## config.mk

```make
export PLATFORM = sky130hd
export DESIGN_NAME = cs_window_param_flat
export DESIGN_NICKNAME = d
export VERILOG_FILES = /design/src/rtl/cs_window_param_if.sv /design/src/rtl/cs_window_param.sv /design/src/flat_wrapper.sv
export SDC_FILE = /design/constraint.sdc
export NUM_CORES = 1
export LEC_CHECK = 0
export CORE_AREA = 2 2 174 176
export DETAILED_ROUTE_END_ITERATION = 8
export DIE_AREA = 0 0 176 178
export DONT_BUFFER_PORTS = 1
export SKIP_CTS_REPAIR_TIMING = 1
export SYNTH_ARGS = -nofsm -noshare
export SYNTH_HDL_FRONTEND = slang
export SYNTH_SLANG_ARGS = --single-unit
```

## constraint.sdc

```tcl
create_clock -name clk -period 21.7 [get_ports clk]
set_input_delay 2.17 -clock clk [delete_from_list [all_inputs] [get_ports clk]]
set_output_delay 2.17 -clock clk [all_outputs]
set_load 0.02 [all_outputs]
```

## src/rtl/cs_window_param_if.sv

```systemverilog
// Sample/result bundle for cs_window_param: sample-side controls in, windowed sum out.
interface cs_window_param_if #(
  parameter int DW = 8,
  parameter int OW = 10
);
  logic [DW-1:0] X;
  logic          in_valid;
  logic          flush;
  logic          mode;
  logic [OW-1:0] Y;
  logic          out_valid;

  modport master (output X, in_valid, flush, mode, input Y, out_valid);
  modport slave  (input X, in_valid, flush, mode, output Y, out_valid);
endinterface

```

## src/rtl/cs_window_param.sv

```systemverilog
// N-deep sliding-window approximate-average sum; Y/out_valid register on the accepting edge.
// No backpressure: one sample per cycle, in_valid=0 cycles leave the window untouched.
module cs_window_param #(
  parameter int DW    = 8,
  parameter int N     = 9,
  parameter int SHIFT = 3,
  parameter int OW    = 10
) (
  input  logic clk,
  input  logic reset,
  cs_window_param_if.slave bus
);
  localparam int CW = $clog2(N + 1);
  localparam int SW = DW + $clog2(N);
  localparam int TW = SW + 1;
  localparam longint MAXY = (2 * longint'(N) * ((longint'(1) << DW) - 1)) >> SHIFT;

  generate
    if (N < 2 || N > 32) begin : g_bad_n
      $error("cs_window_param: N must be in 2..32");
    end
    if ((longint'(1) << OW) <= MAXY) begin : g_bad_ow
      $error("cs_window_param: OW too narrow for the largest result");
    end
  endgenerate

  logic [DW-1:0] r_win [N];
  logic [SW-1:0] r_sum;
  logic [CW-1:0] r_fill;
  logic [OW-1:0] r_y;
  logic          r_ov;

  logic [DW-1:0] w_win [N];
  logic [SW-1:0] w_sum;
  logic [DW-1:0] w_appr;
  logic [TW-1:0] w_tot;
  logic [OW-1:0] w_y;
  logic [CW-1:0] w_fill_nxt;
  logic          w_full_nxt;

  // Window as it will look after this edge's shift; r_win[N-1] is the sample dropped.
  always_comb begin
    w_win[0] = bus.X;
    for (int i = 1; i < N; i++) w_win[i] = r_win[i-1];
  end

  assign w_sum = r_sum + SW'(bus.X) - SW'(r_win[N-1]);

  // Largest sample not above the average; the minimum always qualifies.
  always_comb begin
    w_appr = '0;
    for (int i = 0; i < N; i++) begin
      if ((TW'(w_win[i]) * TW'(N) <= TW'(w_sum)) && (w_win[i] > w_appr))
        w_appr = w_win[i];
    end
  end

  always_comb begin
    w_tot = '0;
    if (bus.mode) w_tot = {w_sum, 1'b0};
    else          w_tot = TW'(w_sum) + TW'(w_appr) * TW'(N);
  end

  assign w_y        = OW'(w_tot >> SHIFT);
  assign w_fill_nxt = (r_fill == CW'(N)) ? r_fill : r_fill + CW'(1);
  assign w_full_nxt = (w_fill_nxt == CW'(N));

  always_ff @(posedge clk or posedge reset) begin
    if (reset) begin
      for (int i = 0; i < N; i++) r_win[i] <= '0;
      r_sum  <= '0;
      r_fill <= '0;
      r_y    <= '0;
      r_ov   <= 1'b0;
    end else if (bus.flush) begin
      for (int i = 0; i < N; i++) r_win[i] <= '0;
      r_sum  <= '0;
      r_fill <= '0;
      r_y    <= '0;
      r_ov   <= 1'b0;
    end else if (bus.in_valid) begin
      for (int i = 0; i < N; i++) r_win[i] <= w_win[i];
      r_sum  <= w_sum;
      r_fill <= w_fill_nxt;
      r_ov   <= w_full_nxt;
      if (w_full_nxt) r_y <= w_y;
    end else begin
      r_ov <= 1'b0;
    end
  end

  assign bus.Y         = r_y;
  assign bus.out_valid = r_ov;
endmodule

```

## src/flat_wrapper.sv

```systemverilog
// flat-port wrapper written by rule: the top's interface ports become plain ports
module cs_window_param_flat 
#(
  parameter int DW    = 8,
  parameter int N     = 9,
  parameter int SHIFT = 3,
  parameter int OW    = 10
)
  (clk, reset, bus_X, bus_in_valid, bus_flush, bus_mode, bus_Y, bus_out_valid);
  cs_window_param_if #(.DW(DW), .OW(OW)) bus_i ();
  input  logic clk;
  input  logic reset;
  input wire logic [$bits(bus_i.X)-1:0] bus_X;
  input wire logic [$bits(bus_i.in_valid)-1:0] bus_in_valid;
  input wire logic [$bits(bus_i.flush)-1:0] bus_flush;
  input wire logic [$bits(bus_i.mode)-1:0] bus_mode;
  output wire logic [$bits(bus_i.Y)-1:0] bus_Y;
  output wire logic [$bits(bus_i.out_valid)-1:0] bus_out_valid;
  assign bus_i.X = bus_X;
  assign bus_i.in_valid = bus_in_valid;
  assign bus_i.flush = bus_flush;
  assign bus_i.mode = bus_mode;
  assign bus_Y = bus_i.Y;
  assign bus_out_valid = bus_i.out_valid;
  cs_window_param #(.DW(DW), .N(N), .SHIFT(SHIFT), .OW(OW)) u_core (.clk(clk), .reset(reset), .bus(bus_i));
endmodule
```

==> summary by stage <==
Run status
The run finished with clean final reports.

Global routing
The met3 layer usage reported by global route is 2.88%. The number of antenna violations at the first check in global routing is 0. The wire length of the first global-routing pass is 57,500 microns. The number of global-route vias before repair came to 10,800. Global routing used 32.2% of the available met1 tracks. Global routing consumed, on the met2 layer, 38.5% of the routing resources. In this run the most used layer during global routing was met2.

Entering global routing, the biggest net connects 100 pins. The total overflow left after global routing is 0. The total routing usage reported by global routing is 23.3%.

Critical path
The launch point of the worst path is bus_X[1]. The worst register-to-register path begins at u_core.r_sum[1]. STA puts the critical path data required time at 21.99 ns. The classification of the worst setup path is primary input to register. The worst setup path is captured at a register.

The kind of start point of the critical path is a primary input. The cell with the largest stage delay on the worst path is fa_1. On the worst path, the slowest cell contributes a delay of 0.56 ns. The signal arrival time at the worst endpoint is 21.14 ns. Along the worst path, the maximum fanout reaches 8.

Clock network
CTS built an H-tree with a depth of 3. The worst-skew pair later-pin latency is 0.38 ns. The clock tree from TritonCTS is built.

No sink is reached through more buffers than the 2 on the longest clock path. After clock tree synthesis, the clock-pin slew on the worst setup and hold paths is 0.08 ns. The total number of clock tree sinks is 99. The number of buffers created by CTS is 9. The cell sitting at the root of the clock tree is a clkbuf_16.

Place
In this run the cell area measured after placement is 13,800 sq um. The count of port buffers added during placement is 0. Once detailed placement completed, the half-perimeter wirelength came to 25,800 microns. The last weighted congestion value of the routability-driven placer is 0.910.

Timing
For the final database, setup skew stands at 0.0134 ns. The time the worst path needs with I/O delays and setup is 20.85 ns. The final hold violation count came to 0. The worst pin sits at a relative slew slack of 33.9%. Of the available clock period, the critical path in the final layout requires 96.1%. Setup violations remaining at the end of the flow were counted as 0. For the pin with the worst max-slew slack, the measured transition is 0.991 ns. Derived from the worst setup path, the maximum achievable clock frequency is 48.0 MHz. The number of max-slew violations in the final report is 0.

Logic synthesis
Of all cell types, the one taking the most synthesized area is ha_1. The register bit total from synthesis is 99. The synthesized area divided by synthesized cell count is 8.55 sq um. The area share of the leading cell type in the synthesized netlist is 26.3%. Counting every net in the synthesized netlist gives 1,845. The async set-reset flop share out of synthesis is 100%. The most instantiated flip-flop cell in the synthesis netlist is dfrtp_1. The count of flip-flops with a built-in enable after synthesis is 0. After synthesis, the cell types taking the most area are ha_1, dfrtp_1, mux2i_1. Ranked by instance count, the synthesized netlist is headed by ha_1, inv_1, nor2_1, a21oi_1, dfrtp_1. The synthesis warning total is 0. The leading cell type by number of instances after synthesis is ha_1.

The synthesized netlist occupies a cell area of 13,100 sq um. The netlist uses 90 different library cells. The share of the Yosys chip area taken by registers is 18.9%. The cell count after synthesis is 1,534.

Route
Once detail routing completed, the nets flagged for antenna violations numbered 0. The number of DRC violations after detailed-routing iteration 0 is 547. The final route contains 11,300 vias.

The total wirelength of the detailed-routed design is 36,200 microns. The number of remaining DRC errors is 0. Using the TritonRoute via totals, the vias-per-cell ratio works out to 5.68.

The number of iterations in the first detailed-routing pass is 4. The detail-routed net length per standard cell is 18.3 microns.

Floorplanning
Pin placement for this block handled 24 I/O pins. The floorplan step defined a die boundary enclosing 31,300 sq um. The die outline width is 176 microns. The number of rows in the core area is 63. The placeable core region is 29,400 sq um. The floorplan step set the die height to 178 microns. For this configuration, the core starts out at a cell density of 44.6%.

Layout
In the final design database the tool counted 1,896 nets. From synthesis to final layout, the design area changed by 13.8%. The number of antenna diodes in the final layout is 0. The fraction of final layout cells sized beyond drive strength 1 is 14.2%. The number of fillers in the final layout is 2,726. Cells fill 50.8% of the core in the end. After routing the design area is 14,900 sq um.

Worst hold path
The start point of the worst hold path is u_core.r_sum[7]. The worst hold-check path type is register to register.

Run
The total of max-cap violations is 0.
-- worst max-delay path: cells and delay by family --
| family | cells | cell delay [ns] |
|---|---|---|
| simple gates | 25 | 3.27 |
| xor+xnor | 1 | 0.12 |
| mux | 6 | 1.70 |
| compound gates | 49 | 8.07 |
| buf+inv | 13 | 1.38 |
| fa+ha+maj | 14 | 4.38 |
-- state kept, by name, indices dropped and copies added (netlist names) --
name and count:
u_core.r_fill 4, u_core.r_win 72, u_core.r_sum 12, u_core.bus.Y 10
u_core.bus.out_valid 1
-- logic make-up after synthesis --
| kind of cell | share of synthesized area [%] |
|---|---|
| AND/OR/NAND/NOR | 14.3 |
| multiplexers | 8.99 |
| AO/OA/AOI/OAI | 17.0 |
| flip-flops | 18.9 |
| adder cells (fa/ha/maj) | 29.9 |
| XOR/XNOR | 4.48 |
| buffers and inverters | 6.43 |
-- cells in the final DEF, fill, tap and decap left out, types with 40 or more instances in the layout --
cell | synthesis | routed
o21ai_0 | 64 | 47
inv_1 | 183 | 177
nand2_1 | 68 | 66
a21o_1 | 40 | 40
xnor2_1 | 49 | 48
a21oi_1 | 122 | 99
buf_4 | 0 | 69
dfrtp_1 | 99 | 99
ha_1 | 276 | 268
nor2_1 | 164 | 157
mux2i_1 | 96 | 88
-- per-layer routing --
| layer | routed length, microns | up-vias |
|---|---|---|
| met1 | 17400 | 5434 |
| li1 | - | 5536 |
| met3 | 1350 | 48 |
| met4 | 691 | 0 |
| met5 | 0 | - |
| met2 | 16700 | 236 |
-- layout make-up --
class	count	area, sq um	area share, %
sequential	99	2480	16.6
clock inverter	6	95.1	0.637
timing repair buffer	77	602	4.03
inverter	185	697	4.67
clock buffer	10	239	1.60
multi-input combinational	1213	10300	69.2
tap	390	488	3.27
-- through the flow --
step / worst slack [ns] / hold WS [ns] / cells / setup TNS [ns]
global route: -0.345 / 0.571 / 1980 / -1.87
detailed placement: -0.564 / 0.511 / 1930 / -3.48
CTS: -0.226 / 0.532 / 1946 / -0.632
finish: 0.852 / 0.528 / 1980 / 0
global placement: -0.00417 / 0.505 / 1930 / -0.00417
floorplan: 0.0933 / 0.486 / 1534 / 0
-- final timing paths --
path | cells past startpoint | to | slack, ns
max reg2reg | 108 | u_core.bus.Y[6] | 2.31
min reg2reg | 2 | u_core.r_sum[7] | 0.53
max in group asynchronous | 2 | u_core.r_win[69] | 18.72
min | 2 | u_core.r_sum[7] | 0.53
min in group asynchronous | 1 | u_core.r_win[49] | 1.66
max | 108 | u_core.bus.Y[6] | 0.85
Power is not shown: default switching activity piles up to over one toggle a cycle in this logic, so the estimate is an artifact.
